File: src/rtl/addr_map_pkg.sv
// ---------------------------------------------------------------------------
// addr_map_pkg
// Shared definitions for the address-translation front-end that sits in
// front of the cuckoo address map.
//   ADDR_WIDTH    : default address / key / value width
//   addr_bits     : address-sized vector type
//   xlate_state_e : translation FSM states
//   page_key()    : page number of an address (address >> shift)
// ---------------------------------------------------------------------------
package addr_map_pkg;

  localparam int ADDR_WIDTH = 64;

  typedef logic [ADDR_WIDTH-1:0] addr_bits;

  typedef enum logic [2:0] {
    S_IDLE      = 3'd0,
    S_LOOKUP    = 3'd1,
    S_MISS_REQ  = 3'd2,
    S_MISS_WAIT = 3'd3,
    S_INSERT    = 3'd4,
    S_RESP      = 3'd5
  } xlate_state_e;

  // Page number of an address. Upper bits are zero-filled by the shift.
  function automatic addr_bits page_key(input addr_bits addr, input int unsigned shift);
    return addr >> shift;
  endfunction

endpackage

File: src/rtl/sat_counter.sv
// ---------------------------------------------------------------------------
// sat_counter
// Up-counter that sticks at all-ones instead of wrapping.
//   clk   : clock, rising edge
//   rst   : asynchronous, active-high reset (count -> 0)
//   inc   : increment request for this cycle
//   count : current value
// ---------------------------------------------------------------------------
module sat_counter #(
  parameter int W = 32
) (
  input  logic         clk,
  input  logic         rst,
  input  logic         inc,
  output logic [W-1:0] count
);

  // NOTE: state is updated with non-blocking assignments so every register
  // in the design samples its inputs from the same pre-edge values.
  always_ff @(posedge clk or posedge rst) begin
    if (rst) begin
      count <= '0;
    end else if (inc && (count != '1)) begin
      count <= count + W'(1);
    end
  end

endmodule

File: src/rtl/addr_xlate_stage.sv
// ---------------------------------------------------------------------------
// addr_xlate_stage
// Blocking translation front-end: accepts one address request at a time,
// looks its page up in the address map, and on a miss fetches the mapping
// from the backing store, inserts it into the map, then responds.
// Keeps saturating hit / miss counters.
//
// Ports
//   clk, rst                        : clock; asynchronous active-high reset
//   req_valid/ready, req_addr/id    : request in (ready only when idle)
//   resp_valid/ready, resp_addr/id/err : translated response out
//   map_get_key, map_get_hit/value  : combinational map lookup
//   map_put_valid/ready/key/value   : map insert handshake
//   miss_valid/ready, miss_key      : fill request to backing store
//   fill_valid/value/err            : fill return (no backpressure)
//   hit_count, miss_count           : saturating statistics
// ---------------------------------------------------------------------------
module addr_xlate_stage #(
  parameter int ADDR_WIDTH = addr_map_pkg::ADDR_WIDTH,
  parameter int PAGE_SHIFT = 12,
  parameter int ID_WIDTH   = 4,
  parameter int CNT_WIDTH  = 32
) (
  input  logic                  clk,
  input  logic                  rst,
  input  logic                  req_valid,
  output logic                  req_ready,
  input  logic [ADDR_WIDTH-1:0] req_addr,
  input  logic [ID_WIDTH-1:0]   req_id,
  output logic                  resp_valid,
  input  logic                  resp_ready,
  output logic [ADDR_WIDTH-1:0] resp_addr,
  output logic [ID_WIDTH-1:0]   resp_id,
  output logic                  resp_err,
  output logic [ADDR_WIDTH-1:0] map_get_key,
  input  logic                  map_get_hit,
  input  logic [ADDR_WIDTH-1:0] map_get_value,
  output logic                  map_put_valid,
  input  logic                  map_put_ready,
  output logic [ADDR_WIDTH-1:0] map_put_key,
  output logic [ADDR_WIDTH-1:0] map_put_value,
  output logic                  miss_valid,
  input  logic                  miss_ready,
  output logic [ADDR_WIDTH-1:0] miss_key,
  input  logic                  fill_valid,
  input  logic [ADDR_WIDTH-1:0] fill_value,
  input  logic                  fill_err,
  output logic [CNT_WIDTH-1:0]  hit_count,
  output logic [CNT_WIDTH-1:0]  miss_count
);

  import addr_map_pkg::*;

  xlate_state_e state, state_nxt;

  logic [PAGE_SHIFT-1:0] off_q;
  logic [ID_WIDTH-1:0]   id_q;
  logic [ADDR_WIDTH-1:0] key_q;
  logic [ADDR_WIDTH-1:0] value_q;
  logic [ADDR_WIDTH-1:0] resp_addr_q;
  logic                  resp_err_q;

  logic hit_inc;
  logic miss_inc;

  // Translated address: page number moved back up, page offset re-attached.
  // Page bits shifted past ADDR_WIDTH are dropped.
  function automatic logic [ADDR_WIDTH-1:0] join_page(
    input logic [ADDR_WIDTH-1:0] page,
    input logic [PAGE_SHIFT-1:0] off
  );
    return (page << PAGE_SHIFT) | {{(ADDR_WIDTH-PAGE_SHIFT){1'b0}}, off};
  endfunction

  // ---------------------------------------------------------------------
  // State register
  // ---------------------------------------------------------------------
  // NOTE: the reset is in the sensitivity list so it takes effect without
  // a clock edge; an in-flight miss is simply dropped back to IDLE.
  always_ff @(posedge clk or posedge rst) begin
    if (rst) begin
      state <= S_IDLE;
    end else begin
      state <= state_nxt;
    end
  end

  // ---------------------------------------------------------------------
  // Next state and handshake outputs
  // ---------------------------------------------------------------------
  // NOTE: every output of this block is given a default first so no path
  // leaves a value unassigned, which would otherwise infer a latch.
  always_comb begin
    state_nxt     = state;
    req_ready     = 1'b0;
    resp_valid    = 1'b0;
    miss_valid    = 1'b0;
    map_put_valid = 1'b0;
    hit_inc       = 1'b0;
    miss_inc      = 1'b0;

    case (state)
      S_IDLE: begin
        req_ready = 1'b1;
        if (req_valid) state_nxt = S_LOOKUP;
      end
      S_LOOKUP: begin
        if (map_get_hit) begin
          hit_inc   = 1'b1;
          state_nxt = S_RESP;
        end else begin
          miss_inc  = 1'b1;
          state_nxt = S_MISS_REQ;
        end
      end
      S_MISS_REQ: begin
        miss_valid = 1'b1;
        // A fill arriving alongside miss_ready is not looked at here.
        if (miss_ready) state_nxt = S_MISS_WAIT;
      end
      S_MISS_WAIT: begin
        if (fill_valid) state_nxt = fill_err ? S_RESP : S_INSERT;
      end
      S_INSERT: begin
        map_put_valid = 1'b1;
        if (map_put_ready) state_nxt = S_RESP;
      end
      S_RESP: begin
        resp_valid = 1'b1;
        if (resp_ready) state_nxt = S_IDLE;
      end
      default: state_nxt = S_IDLE;
    endcase
  end

  // ---------------------------------------------------------------------
  // Request / response datapath
  // ---------------------------------------------------------------------
  always_ff @(posedge clk or posedge rst) begin
    if (rst) begin
      off_q       <= '0;
      id_q        <= '0;
      key_q       <= '0;
      value_q     <= '0;
      resp_addr_q <= '0;
      resp_err_q  <= 1'b0;
    end else begin
      case (state)
        S_IDLE: begin
          if (req_valid) begin
            off_q       <= req_addr[PAGE_SHIFT-1:0];
            id_q        <= req_id;
            key_q       <= ADDR_WIDTH'(page_key(addr_bits'(req_addr), PAGE_SHIFT));
            resp_addr_q <= '0;
            resp_err_q  <= 1'b0;
          end
        end
        S_LOOKUP: begin
          if (map_get_hit) resp_addr_q <= join_page(map_get_value, off_q);
        end
        S_MISS_WAIT: begin
          if (fill_valid) begin
            if (fill_err) begin
              resp_addr_q <= '0;
              resp_err_q  <= 1'b1;
            end else begin
              value_q <= fill_value;
            end
          end
        end
        S_INSERT: begin
          resp_addr_q <= join_page(value_q, off_q);
        end
        default: ;
      endcase
    end
  end

  // Key and value are registers, so they stay stable for every handshake
  // that holds them.
  assign map_get_key   = key_q;
  assign map_put_key   = key_q;
  assign map_put_value = value_q;
  assign miss_key      = key_q;
  assign resp_addr     = resp_addr_q;
  assign resp_id       = id_q;
  assign resp_err      = resp_err_q;

  // ---------------------------------------------------------------------
  // Statistics
  // ---------------------------------------------------------------------
  sat_counter #(.W(CNT_WIDTH)) u_hit_cnt (
    .clk   (clk),
    .rst   (rst),
    .inc   (hit_inc),
    .count (hit_count)
  );

  sat_counter #(.W(CNT_WIDTH)) u_miss_cnt (
    .clk   (clk),
    .rst   (rst),
    .inc   (miss_inc),
    .count (miss_count)
  );

endmodule
File: config.mk
export PLATFORM = sky130hd
export DESIGN_NAME = addr_xlate_stage
export DESIGN_NICKNAME = d
export VERILOG_FILES = /design/src/rtl/addr_map_pkg.sv /design/src/rtl/sat_counter.sv /design/src/rtl/addr_xlate_stage.sv
export SDC_FILE = /design/constraint.sdc
export NUM_CORES = 1
export LEC_CHECK = 0
export BUFFER_PORTS_ARGS = -buffer_cell sky130_fd_sc_hd__buf_2
export CAP_MARGIN = 0
export CORE_AREA = 2 2 231 233
export DETAILED_ROUTE_END_ITERATION = 8
export DIE_AREA = 0 0 233 235
export PLACE_DENSITY = 0.52
export SETUP_SLACK_MARGIN = 0.15
export SLEW_MARGIN = 40
export SYNTH_ARGS = -nofsm -noshare
export SYNTH_HDL_FRONTEND = slang
export SYNTH_SLANG_ARGS = --single-unit
File: constraint.sdc
create_clock -name clk -period 15 [get_ports clk]
set_clock_uncertainty 0.2 [all_clocks]
set_input_delay 2.25 -clock clk [delete_from_list [all_inputs] [get_ports clk]]
set_output_delay 2.25 -clock clk [all_outputs]
set_load 0.05 [all_outputs]
==> results of run 1 <==
[placed cells by master (no fill, tap or decap), drive strengths merged, types with 3 or more instances in the layout]
master    n
xor2     32
or3       4
nand2b    3
clkinv    4
nand4    20
nor4b     3
and3      7
inv      21
a21oi    56
nor3b     4
mux2    188
nor3     24
and4      5
nand2   135
nor2     19
or4       3
clkbuf   44
and2      4
xnor2    29
a311oi    3
nor4      5
conb     36
nand3b    3
nand3    43
o21ai    15
dfrtp   264
buf     562
[worst paths after layout]
path	start	endpoint	slack, ns	depth (start not counted)
min	u_hit_cnt.count[29]	u_hit_cnt.count[29]	0.28	1
min reg2reg	u_hit_cnt.count[29]	u_hit_cnt.count[29]	0.28	1
min in group asynchronous	rst	u_miss_cnt.count[14]	1.55	2
max in group asynchronous	rst	resp_addr[31]	11.35	4
max reg2reg	state[1]	u_miss_cnt.count[31]	11.87	5
max	state[2]	map_put_valid	10.10	3
[flip-flops by register name, indices dropped and copies added, names as in the netlist]
register / flops
resp_err: 1
map_get_key: 52
u_hit_cnt.count: 32
off_q: 12
u_miss_cnt.count: 32
state: 3
resp_id: 4
resp_addr: 64
map_put_value: 64
[layout make-up]
class | count | area share [%]
repair buffers | 562 | 17.74
inverters | 18 | 0.4662
clock inverters | 10 | 0.7070
multi-input cells | 659 | 29.28
clock buffers | 44 | 5.431
well taps | 688 | 5.345
diodes | 1 | 0.01554
flip-flops and latches | 264 | 41.02
[per-layer routing]
metal	GRT usage [%]	vias to the layer above	wire [um]
li1	-	4470	-
met1	14.91	4633	14580
met2	23.02	436	18530
met3	3.883	49	3243
met4	3.590	2	793
met5	0	-	14
[cell families (layout without fill, tap and decap cells)]
logic type,after synthesis,count (layout),synth area share (%)
xor gates and xnor gates,61,61,4.282
buffers and inverters,208,634,10.56
and+or+nand+nor,291,291,11.37
muxes,188,188,16.97
DFF,264,264,52.95
AOI/OAI and AO/OA,81,81,3.640
other,1,37,0.03006
adders and majority gates,2,2,0.2005
[stage by stage]
step / cells / hold slack [ns] / worst slack (ns)
floorplan: 1131 / 0.2648 / 5.281
global placement: 2191 / 0.2753 / 10.18
detailed placement: 2191 / 0.2730 / 10.18
CTS: 2245 / 0.2849 / 10.02
global route: 2245 / 0.2999 / 9.926
finish: 2246 / 0.2842 / 10.10
==> metrics.csv, run 1 <==
stage,metric,value,unit
detailed_routing,DR DRC count,0,
status,outcome,finished clean,
clocking,CTS resizes,0,
sta,final slew viol count,0,
synthesis,most frequent cell after synthesis,dfrtp_1,
synthesis,Mapped Area,12480,um^2
cells_and_area,Register Area,6606,um^2
sta,post-layout minimum cycle time,4.902,ns
clocking,CTS Buf Count,31,
detailed_routing,Starting DRT DRC Count,298,
synthesis,dominant cell type by area after synthesis,dfrtp_1,
global_routing,initial antenna violation count,3,
synthesis,sequential area share after synthesis,52.95,%
clocking,Worst-Skew Late Latency,0.57,ns
synthesis,Post-synth EDFFs,0,
clocking,clock-pin slew on the worst setup and hold paths,0.06,ns
sta,Slew @ Worst Pin,0.7812,ns
critical_path,Crit-path slowest cell,dfrtp_1,
sta,Rel. slew slack,47.18,%
critical_path,CP arrival,2.45,ns
cells_and_area,Final Cell Area,16100,um^2
synthesis,synth cell count leaders,"264 x dfrtp_1, 188 x mux2_2, 141 x buf_4",
synthesis,top-area cell type share of the netlist area,52.95,%
sta,Fin Setup TNS,0,ns
global_routing,gr usage total,12.94,%
clocking,# H-tree levels,1,
critical_path,cell chain of the critical path,or3b_2 > inv_2 > buf_2,
synthesis,Synth Warn #,0,
detailed_routing,routed len/inst,16.54,um
placement,gpl congestion,0.8066,
critical_path,Crit Path Category,register to output port,
global_routing,vias in the first global route,9436,
detailed_routing,first drt pass iteration count,4,
critical_path,crit start category,register,
cells_and_area,layout cell share with drive strength beyond 1,52.02,%
critical_path,Bufs and invs on worst path,2,
worst_hold_path,Hold Path Class,register to register,
clocking,CTS Sinks,264,
detailed_routing,Vias/cell,4.270,
sta,crit share post-route,32.68,%
floorplanning,Die W,233,um
sta,Final Setup Violations,0,
floorplanning,Initial Utilization,23.89,%
floorplanning,die area,54760,um^2
synthesis,ys flop type,dfrtp_1,
cells_and_area,final net count,1743,
global_routing,total gr overflow,0,
sta,highest clock rate,204.0,MHz
detailed_routing,Routed WL,37160,um
synthesis,"FFs w/ async S/R, synth",100.0,%
cells_and_area,Final Util,30.83,%
clocking,clk buf depth,3,
critical_path,Crit path largest cell delay,0.68,ns
floorplanning,core area,52240,um^2
placement,Buffers on Ports,549,
floorplanning,boundary pin count,598,
critical_path,Crit Path Max Fanout,16,
critical_path,"CP delay by family, top",flip-flops,
cells_and_area,area of the multi-input gates,4715,um^2
placement,dpl cell area,15100,um^2
sta,Final Hold Vio Count,0,
clocking,CTS tree,built,
clocking,CTS root buf,clkbuf_16,
synthesis,Gate Count Post-Synth,1096,
clocking,hold buffers post-CTS,0,
critical_path,worst path required time,12.55,ns
detailed_routing,DR vias,9590,
global_routing,first-pass GRT wire length,55460,um
cells_and_area,Area Growth Syn to Fin,29.07,%
floorplanning,Core Rows,84,
synthesis,top post-synthesis cells by area,"dfrtp_1 53%, mux2_2 17%, buf_4 8.5%, nand2_1 4.1%, a21oi_1 2.2%",
global_routing,largest net degree at the start of global routing,80,
detailed_routing,"antenna viol nets, final",0,
synthesis,"FF+latch count, synth",264,
critical_path,Worst Setup End Kind,output port,
run,Max-Cap Viols,0,
floorplanning,Die Y,235,um
placement,dpl hpwl,27570,um
synthesis,post-synth cell types,47,
sta,unrepaired setup endpoints after global routing,false,
synthesis,Avg Inst Size Synth,11.38,um^2
cells_and_area,# fillers,5424,
clocking,# Post-CTS Setup Buffers,0,
Power of run 1 is left out: the tool's default activity adds up to more than one toggle a clock period on the data nets, which glitch-free logic cannot reach.
==> inputs of run 2 (changes only) <==
Settings changed: PLACE_DENSITY 0.52 to 0.54.
Clock period 15 ns to 4.28 ns, I/O delays scaled along.
==> metrics.csv, run 2 (synthesis results as in run 1) <==
stage,metric,value,unit
detailed_routing,DR vias,9605,
sta,WHS,0.1401,ns
cells_and_area,# fillers,5408,
critical_path,Crit Path Category,register to output port,
global_routing,vias in the first global route,9634,
cells_and_area,Area Growth Syn to Fin,31.14,%
critical_path,cell chain of the critical path,or3b_2 > inv_2 > buf_2,
critical_path,RR Endpoint,u_miss_cnt.count[31],
clocking,CTS Sinks,264,
floorplanning,Die Y,235,um
sta,unrepaired setup endpoints after global routing,false,
global_routing,gr usage total,13.10,%
critical_path,FF-to-FF Start,state[1],
clocking,CTS Buf Count,34,
global_routing,largest net degree at the start of global routing,79,
clocking,clk buf depth,3,
sta,post-layout minimum cycle time,3.254,ns
worst_hold_path,hold path depth,2,
detailed_routing,first drt pass iteration count,4,
floorplanning,Initial Utilization,23.89,%
sta,Rel. slew slack,49.03,%
detailed_routing,DR DRC count,0,
clocking,clock-pin slew on the worst setup and hold paths,0.06,ns
cells_and_area,"commonest non-fill, non-tap cell in the layout",buf_2,
detailed_routing,"antenna viol nets, final",0,
cells_and_area,layout cell share with drive strength beyond 1,52.46,%
clocking,CTS root buf,clkbuf_16,
cells_and_area,antenna diode count,0,
sta,final slew viol count,0,
global_routing,initial antenna violation count,3,
placement,gpl congestion,0.7774,
global_routing,total gr overflow,0,
placement,Buffers on Ports,549,
cells_and_area,final net count,1757,
floorplanning,Die W,233,um
run,Max-Cap Viols,0,
clocking,Worst-Skew Late Latency,0.53,ns
worst_hold_path,Hold Path Class,input pin to register,
detailed_routing,routed len/inst,16.40,um
floorplanning,boundary pin count,598,
floorplanning,die area,54760,um^2
worst_hold_path,worst hold start,req_addr[3],
status,outcome,finished clean,
floorplanning,core area,52240,um^2
clocking,# Post-CTS Setup Buffers,0,
sta,Final Setup Violations,0,
sta,highest clock rate,307.3,MHz
cells_and_area,most frequent cells in the layout,"549 x buf_2, 264 x dfrtp_1, 188 x mux2_2",
detailed_routing,Starting DRT DRC Count,324,
critical_path,Worst Setup End Kind,output port,
clocking,# H-tree levels,2,
sta,Slew @ Worst Pin,0.7604,ns
critical_path,FF-to-FF path depth,5,
clocking,CTS tree,built,
critical_path,reg2reg setup slack,1.11,ns
placement,dpl hpwl,27570,um
global_routing,first-pass GRT wire length,55790,um
worst_hold_path,"Endpoint, Worst Hold",off_q[3],
critical_path,CP arrival,2.41,ns
critical_path,Bufs and invs on worst path,2,
sta,crit share post-route,76.03,%
critical_path,worst path required time,3.44,ns
critical_path,Crit path largest cell delay,0.68,ns
critical_path,crit start category,register,
sta,Final Hold Vio Count,0,
detailed_routing,Vias/cell,4.259,
critical_path,Crit-path slowest cell,dfrtp_1,
floorplanning,Core Rows,84,
detailed_routing,Routed WL,36980,um
critical_path,Crit Path Max Fanout,16,
critical_path,"CP delay by family, top",flip-flops,
==> run 2: worst max-delay path by stage <==
| stage | from | to | cells after the start |
|---|---|---|---|
| 2_1_floorplan | rst | map_get_key[0] | 1 |
| 3_3_place_gp | map_get_hit | u_miss_cnt.count[31] | 6 |
| 3_5_place_dp | map_get_hit | u_miss_cnt.count[31] | 6 |
| 4_1_cts | state[2] | map_put_valid | 3 |
| 5_1_grt | state[2] | map_put_valid | 3 |
| 6_report | state[2] | map_put_valid | 3 |
==> run 2: metal layers <==
metal / vias up / track usage [%] / part of all wire [%]
li1: 4493 / - / -
met1: 4615 / 14.94 / 39
met2: 432 / 22.48 / 49
met3: 61 / 4.490 / 9.2
met4: 4 / 4.903 / 2.8
met5: - / 0 / 0.073
==> run 2: timing repair <==
action	CTS	global route
endpoints found under the hold margin	0	9
gates resized for setup	0	0
hold buffers	0	1
==> run 2: worst register-to-register path, stage by stage (launching register included) <==
cell and delay (ns):
dfrtp_1 0.59, or4b_1 0.75, or4_4 0.63, a311oi_4 0.54
nand4_1 0.19, xnor2_1 0.16
==> run 2: final cells by class <==
type / count / area (um^2) / share of cell area, %
clock buffer: 45 / 953.4 / 5.827
timing repair buffer: 573 / 3025 / 18.49
multi-input combinational: 659 / 4721 / 28.85
clock inverter: 8 / 123.9 / 0.7571
sequential: 264 / 6606 / 40.38
tap: 688 / 860.8 / 5.261
inverter: 18 / 71.32 / 0.4359
==> run 2: through the flow <==
step                      utilization, %  worst slack, ns  instances  setup TNS [ns]  area (um^2)
after floorplan                        -         -0.04552       1131          -12.02        12610
after global placement             29.15            1.046       2200               0        15230
after detailed placement           29.18            1.023       2200               0        15240
after CTS                          31.24           0.9459       2253               0        16320
after global routing               31.32           0.8573       2255               0        16360
final                              31.32            1.026       2255               0        16360
Power of run 2 is left out for the same reason.
